==> src/rtl/wildwest_pkg.sv <==
// Shared definitions for the move scheduler: key codes, direction type, FSM states.
// Latency: n/a (declarations only).
// Backpressure: n/a.
package wildwest_pkg;

    localparam logic [3:0] KEY_LEFT  = 4'd0;
    localparam logic [3:0] KEY_RIGHT = 4'd1;
    localparam logic [3:0] KEY_UP    = 4'd2;
    localparam logic [3:0] KEY_DOWN  = 4'd3;
    localparam logic [3:0] KEY_RESET = 4'd8;
    localparam logic [3:0] KEY_NONE  = 4'd15;

    typedef logic [1:0] dir_t;

    typedef enum logic [1:0] {
        S_IDLE      = 2'd0,
        S_ISSUE     = 2'd1,
        S_WAIT_DONE = 2'd2,
        S_CLEAR     = 2'd3
    } sched_state_e;

    // Direction keys occupy codes 0..3, so the upper two bits are zero.
    function automatic logic is_dir_key(input logic [3:0] code);
        return (code[3:2] == 2'b00);
    endfunction

endpackage

==> src/rtl/move_fifo.sv <==
// Small synchronous FIFO holding pending direction moves.
// Latency: a push is visible at the head the cycle after it is written.
// Backpressure: push is refused when full unless a pop happens in the same cycle; flush wins over both.
module move_fifo #(
    parameter int DEPTH = 4,
    parameter int WIDTH = 2
) (
    input  logic                     clk,
    input  logic                     rst,
    input  logic                     push,
    input  logic [WIDTH-1:0]         push_dat,
    input  logic                     pop,
    output logic [WIDTH-1:0]         pop_dat,
    input  logic                     flush,
    output logic                     full,
    output logic                     empty,
    output logic [$clog2(DEPTH):0]   count
);
    localparam int AW = $clog2(DEPTH);
    localparam logic [AW:0] FULL_CNT = (AW+1)'(DEPTH);

    logic [WIDTH-1:0] mem_q [DEPTH];
    logic [AW-1:0]    wr_ptr_q, rd_ptr_q;
    logic [AW:0]      count_q;
    logic             do_push, do_pop;

    // A full FIFO still accepts a push when the head leaves in the same cycle.
    assign do_pop  = pop && (count_q != '0);
    assign do_push = push && ((count_q != FULL_CNT) || do_pop);

    // Pointer and occupancy bookkeeping; flush discards everything.
    always_ff @(posedge clk or posedge rst) begin
        if (rst) begin
            wr_ptr_q <= '0;
            rd_ptr_q <= '0;
            count_q  <= '0;
        end else if (flush) begin
            wr_ptr_q <= '0;
            rd_ptr_q <= '0;
            count_q  <= '0;
        end else begin
            if (do_push) wr_ptr_q <= wr_ptr_q + AW'(1);
            if (do_pop)  rd_ptr_q <= rd_ptr_q + AW'(1);
            count_q <= count_q + (AW+1)'(do_push) - (AW+1)'(do_pop);
        end
    end

    // Storage needs no reset: occupancy gates every read that matters.
    always_ff @(posedge clk) begin
        if (do_push && !flush) mem_q[wr_ptr_q] <= push_dat;
    end

    assign pop_dat = mem_q[rd_ptr_q];
    assign full    = (count_q == FULL_CNT);
    assign empty   = (count_q == '0);
    assign count   = count_q;

endmodule

==> src/rtl/move_scheduler.sv <==
// Queues decoded keys and issues 2048 moves one at a time; reset key drives a timed game_rst pulse.
// Latency: key strobe in cycle n -> move_valid in n+2 when idle; reset key -> game_rst in n+1..n+RST_CYCLES.
// Backpressure: move_valid holds until move_ready; next move waits for move_done; full FIFO drops keys (sticky overflow).
module move_scheduler
    import wildwest_pkg::*;
#(
    parameter int FIFO_DEPTH = 4,
    parameter int RST_CYCLES = 4
) (
    input  logic        CLK100MHZ,
    input  logic        CPU_RESET,
    input  logic [3:0]  key_code,
    input  logic        key_valid,
    input  logic        game_over,
    output logic [1:0]  move_dir,
    output logic        move_valid,
    input  logic        move_ready,
    input  logic        move_done,
    output logic        game_rst,
    output logic        busy,
    output logic [15:0] move_count,
    output logic        overflow
);
    localparam int CW = $clog2(RST_CYCLES + 1);
    localparam logic [CW-1:0] CLR_LOAD = CW'(RST_CYCLES - 1);

    sched_state_e state_q, state_d;
    logic [CW-1:0] clr_cnt_q, clr_cnt_d;
    logic [15:0]   move_count_q, move_count_d;
    logic          overflow_q, overflow_d;
    dir_t          move_dir_q;

    logic key_reset, key_dir;
    logic fifo_push, fifo_pop, fifo_flush, fifo_full, fifo_empty, drop;
    dir_t fifo_rd_dat;
    logic [$clog2(FIFO_DEPTH):0] fifo_count;

    assign key_reset = key_valid && (key_code == KEY_RESET);
    assign key_dir   = key_valid && is_dir_key(key_code);

    // Keys are only queued while a game is live and no reset is in progress.
    assign fifo_push  = key_dir && (state_q != S_CLEAR) && !game_over;
    assign fifo_pop   = (state_q == S_IDLE) && !fifo_empty && !game_over && !key_reset;
    // Holding flush while game_over is high empties anything queued when it rose.
    assign fifo_flush = key_reset || game_over;
    assign drop       = fifo_push && fifo_full && !fifo_pop;

    move_fifo #(
        .DEPTH (FIFO_DEPTH),
        .WIDTH (2)
    ) u_fifo (
        .clk      (CLK100MHZ),
        .rst      (CPU_RESET),
        .push     (fifo_push),
        .push_dat (key_code[1:0]),
        .pop      (fifo_pop),
        .pop_dat  (fifo_rd_dat),
        .flush    (fifo_flush),
        .full     (fifo_full),
        .empty    (fifo_empty),
        .count    (fifo_count)
    );

    // Next state, CLEAR countdown, move counter and overflow flag; reset key overrides all.
    always_comb begin
        state_d      = state_q;
        clr_cnt_d    = clr_cnt_q;
        move_count_d = move_count_q;
        overflow_d   = overflow_q;
        case (state_q)
            S_IDLE:      if (fifo_pop) state_d = S_ISSUE;
            S_ISSUE:     if (move_ready) state_d = S_WAIT_DONE;
            S_WAIT_DONE: if (move_done) begin
                             state_d = S_IDLE;
                             if (move_count_q != 16'hFFFF) move_count_d = move_count_q + 16'd1;
                         end
            S_CLEAR:     if (clr_cnt_q == '0) state_d = S_IDLE;
                         else clr_cnt_d = clr_cnt_q - CW'(1);
            default:     state_d = S_IDLE;
        endcase
        if (drop) overflow_d = 1'b1;
        if (key_reset) begin
            state_d      = S_CLEAR;
            clr_cnt_d    = CLR_LOAD;
            move_count_d = '0;
            overflow_d   = 1'b0;
        end
    end

    // State registers; move_dir captures the head entry as it is popped.
    always_ff @(posedge CLK100MHZ or posedge CPU_RESET) begin
        if (CPU_RESET) begin
            state_q      <= S_IDLE;
            clr_cnt_q    <= '0;
            move_count_q <= '0;
            overflow_q   <= 1'b0;
            move_dir_q   <= '0;
        end else begin
            state_q      <= state_d;
            clr_cnt_q    <= clr_cnt_d;
            move_count_q <= move_count_d;
            overflow_q   <= overflow_d;
            if (fifo_pop) move_dir_q <= fifo_rd_dat;
        end
    end

    assign move_valid = (state_q == S_ISSUE);
    assign game_rst   = (state_q == S_CLEAR);
    assign busy       = (state_q != S_IDLE) || (fifo_count != '0);
    assign move_dir   = move_dir_q;
    assign move_count = move_count_q;
    assign overflow   = overflow_q;

endmodule
==> config.mk <==
export PLATFORM = sky130hd
export DESIGN_NAME = move_scheduler
export DESIGN_NICKNAME = d
export VERILOG_FILES = /design/src/rtl/wildwest_pkg.sv /design/src/rtl/move_fifo.sv /design/src/rtl/move_scheduler.sv
export SDC_FILE = /design/constraint.sdc
export NUM_CORES = 1
export LEC_CHECK = 0
export ABC_AREA = 1
export CORE_ASPECT_RATIO = 0.8
export CORE_MARGIN = 2
export CORE_UTILIZATION = 37
export DETAILED_ROUTE_END_ITERATION = 16
export GPL_TIMING_DRIVEN = 0
export SYNTH_ARGS = -nofsm -noshare
export SYNTH_HDL_FRONTEND = slang
export SYNTH_HIERARCHICAL = 1
export SYNTH_SLANG_ARGS = --single-unit
==> constraint.sdc <==
create_clock -name CLK100MHZ -period 5 [get_ports CLK100MHZ]
set_clock_uncertainty 0.1 [all_clocks]
set_input_delay 0.5 -clock CLK100MHZ [delete_from_list [all_inputs] [get_ports CLK100MHZ]]
set_output_delay 0.5 -clock CLK100MHZ [all_outputs]
set_load 0.02 [all_outputs]
==> flow_summary.ini <==
[route]
vias_per_cell = 4.802
vias = 1988
wirelength_um = 5273
dr.pass1.iters = 4
dr.first_iter.drc_count = 114
drcViolationCount = 0
ant_nets = 0
avgRoutedWirePerCell_um = 12.74

[yosys]
synth_edf_count = 8
netlist.area_leader.share_pct = 33.68
ys_types = 32
ys_seq_area_share_pct = 44.11
synth.top_cells.by_count = nand2_1, nor2_1, dfrtp_1, inv_1, nand4_1
synthesis.area_sq_mm = 0.002303
synth_flop_cell = dfrtp_1
async_flop_share_pct = 79.49
synth_most_common_cell = nand2_1
synth_area_leaders = dfrtp_1, nand2_1, edfxtp_1
synthCells = 294
yosysTopAreaCell = dfrtp_1
avgSynthCellArea_sq_um = 7.835
yosysWarningCount = 6
synth_seq_cells = 39
syn-num-nets = 313

[clocking]
root_buffer = clkbuf_8
cts_setup_buffers = 0
clock-sinks = 39
path_clk_slew_ns = 0.08
cts_resized = 0
tritoncts.num_buffers = 5
cts_max_level = 2
clk_latency_ns = 0.29
tritoncts = yes
cts_hold_buf = 0
cts.path.max_buffers = 2

[power]
pwr_density_cell_mw_per_mm2 = 337.9
leakagePower_nw = 1.341
peakVddDrop_uv = 190.0

[worst_setup_path]
crit_arrival_ns = 3.10
worst_ep_required_time_ns = 5.09
critPathKind = primary input to flip-flop
critical_path_depth = 15
cp_slowest_cell = clkdlybuf4s50_1
max_stage_delay_ns = 0.55
critical_path_buf_inv_count = 5
cp-start-kind = primary input
cp_top_family = buffers and inverters
crit_path_end_kind = flip-flop
cp_common_cell = nor2_1
reg2reg_slack_ns = 2.25
crit_path_cell_trace = clkdlybuf4s50_1, nor2_1, nand4_1, buf_2, nand2_1, inv_2, inv_2, nand3_2, nand3_1, o21ai_1, ha_1, inv_1, fa_1, nor2_1, nor2_1
reg2reg_depth = 15
worstPathMaxFanout = 10

[cells_and_area]
area_growth_pct = 22.76
seqCellArea_sq_mm = 0.001016
nFillCells = 604
layout-drive-gt1-share_pct = 9.910
antenna_cells = 0
nNetsFinal = 351
multi_input_area_sq_mm = 0.001112

[global_routing]
grt_pass1_wl_um = 8818
grt_max_degree = 25
grt_pass1_vias = 1837
grt_usage_pct = 16.55
grt-ovfl-total = 0
antenna_found_initial = 0

[sta]
hold_viol = 0
relSlewSlack_pct = 38.11
post-route-period-util_pct = 60.27
hold_slack_ns = 0.3801
worstMarginPinSlew_ns = 0.9273
drv_slew = 0
rsz0062_at_grt = no
fin_crit_ns = 3.014
setup-violations-final = 0
finalSetupTns_ns = 0
max_freq_ghz = 0.3318

[outcome]
status = completed

[hold_path]
hold_class = flip-flop to flip-flop
hold_depth = 2

[floorplanning]
dieArea_sq_mm = 0.006876
io_pins = 32
die_w_um = 92.22
coreArea_sq_mm = 0.005974
die_h_um = 74.57
start_util_pct = 38.55
placementRows = 25

[placement]
io_buffers = 31
gp_congestion = 0.8629
dp_hpwl_um = 3931

[job]
maxCapViolCount = 0
worst register-to-register path, stage by stage (launching register included):
cell and delay, ns:
dfrtp_1 0.48, nor2_4 0.08, nand2_2 0.12, inv_1 0.08, nor3_1 0.24, nand2_1 0.21
inv_2 0.20, inv_2 0.05, nand3_2 0.11, nand3_1 0.09, o21ai_1 0.13, ha_1 0.16
inv_1 0.05, fa_1 0.39, nor2_1 0.12, nor2_1 0.05
layout make-up:
class	instances	share of cell area [%]
Multi-Input combinational cell	212	39.34
Sequential cell	39	35.93
Timing Repair Buffer	31	10.97
Inverter	38	5.133
Tap cell	81	3.584
Clock buffer	5	2.434
Clock inverter	3	1.549
Buffer	5	1.062
layout by cell type, fill, tap and decap left out, drive strengths merged:
master and n:
a21oi 1, a31oi 2, buf 5, bufinv 1, clkbuf 5, clkdlybuf4s50 31
clkinv 2, dfrtp 31, edfxtp 8, fa 1, ha 8, inv 38
nand2 82, nand3 20, nand3b 1, nand4 19, nor2 48, nor3 2
o21ai 12, o21bai 4, o22ai 3, or2 3, or4 1, xor2 5
routing by layer:
layer | part of all wire, % | wire length [um] | vias up | track usage (%)
met5 | 0 | 0 | - | 0
met3 | 4.1 | 214 | 4 | 3.242
met4 | 0.57 | 30 | 0 | 5.141
li1 | - | - | 1035 | -
met2 | 40 | 2135 | 40 | 23.94
met1 | 55 | 2892 | 909 | 25.03
stage by stage:
step	worst slack (ns)	std cells	total power [mW]	cell area [sq um]	util [%]
floorplan	2.636	294	0.5801	2303	-
global placement	1.714	406	0.6894	2715	45.45
detailed placement	1.696	406	0.6932	2715	45.45
CTS	2.010	414	0.9655	2828	47.33
global route	1.783	414	1.019	2828	47.33
finish	1.986	414	0.9553	2828	47.33
worst paths after layout:
kind,endpoint,from
min reg2reg,move_dir[0],move_dir[0]
min in group asynchronous,u_fifo/wr_ptr_q[0],CPU_RESET
min,move_dir[0],move_dir[0]
max reg2reg,u_fifo/count[2],u_fifo/count[1]
max,u_fifo/count[2],key_code[1]
max in group asynchronous,move_count[8],CPU_RESET
cells by family (layout without fill, tap and decap cells):
| family | after synthesis | after routing | share of synthesized area [%] |
|---|---|---|---|
| xor gates and xnor gates | 5 | 5 | 1.901 |
| AOI/OAI and AO/OA | 22 | 22 | 5.486 |
| DFF | 39 | 39 | 44.11 |
| adders and majority gates | 9 | 9 | 5.215 |
| and+or+nand+nor | 176 | 176 | 35.69 |
| buffers and inverters | 43 | 82 | 7.604 |
state kept, by name (all words and copies together), names as in the netlist:
name	flops
clr_cnt_q	3
u_fifo/count	3
u_fifo/rd_ptr_q	2
overflow	1
u_fifo/mem_q	8
u_fifo/wr_ptr_q	2
move_dir	2
state_q	2
move_count	16
report_power, final:
group	internal [mW]	switching [mW]	total, mW	leakage [nW]
clock	0.149	0.122	0.271	0.0581
sequential	0.364	0.0366	0.400	0.492
combinational	0.122	0.163	0.285	0.791
total	0.634	0.322	0.955	1.34
Note: power is estimated with default switching activity, not from simulation.
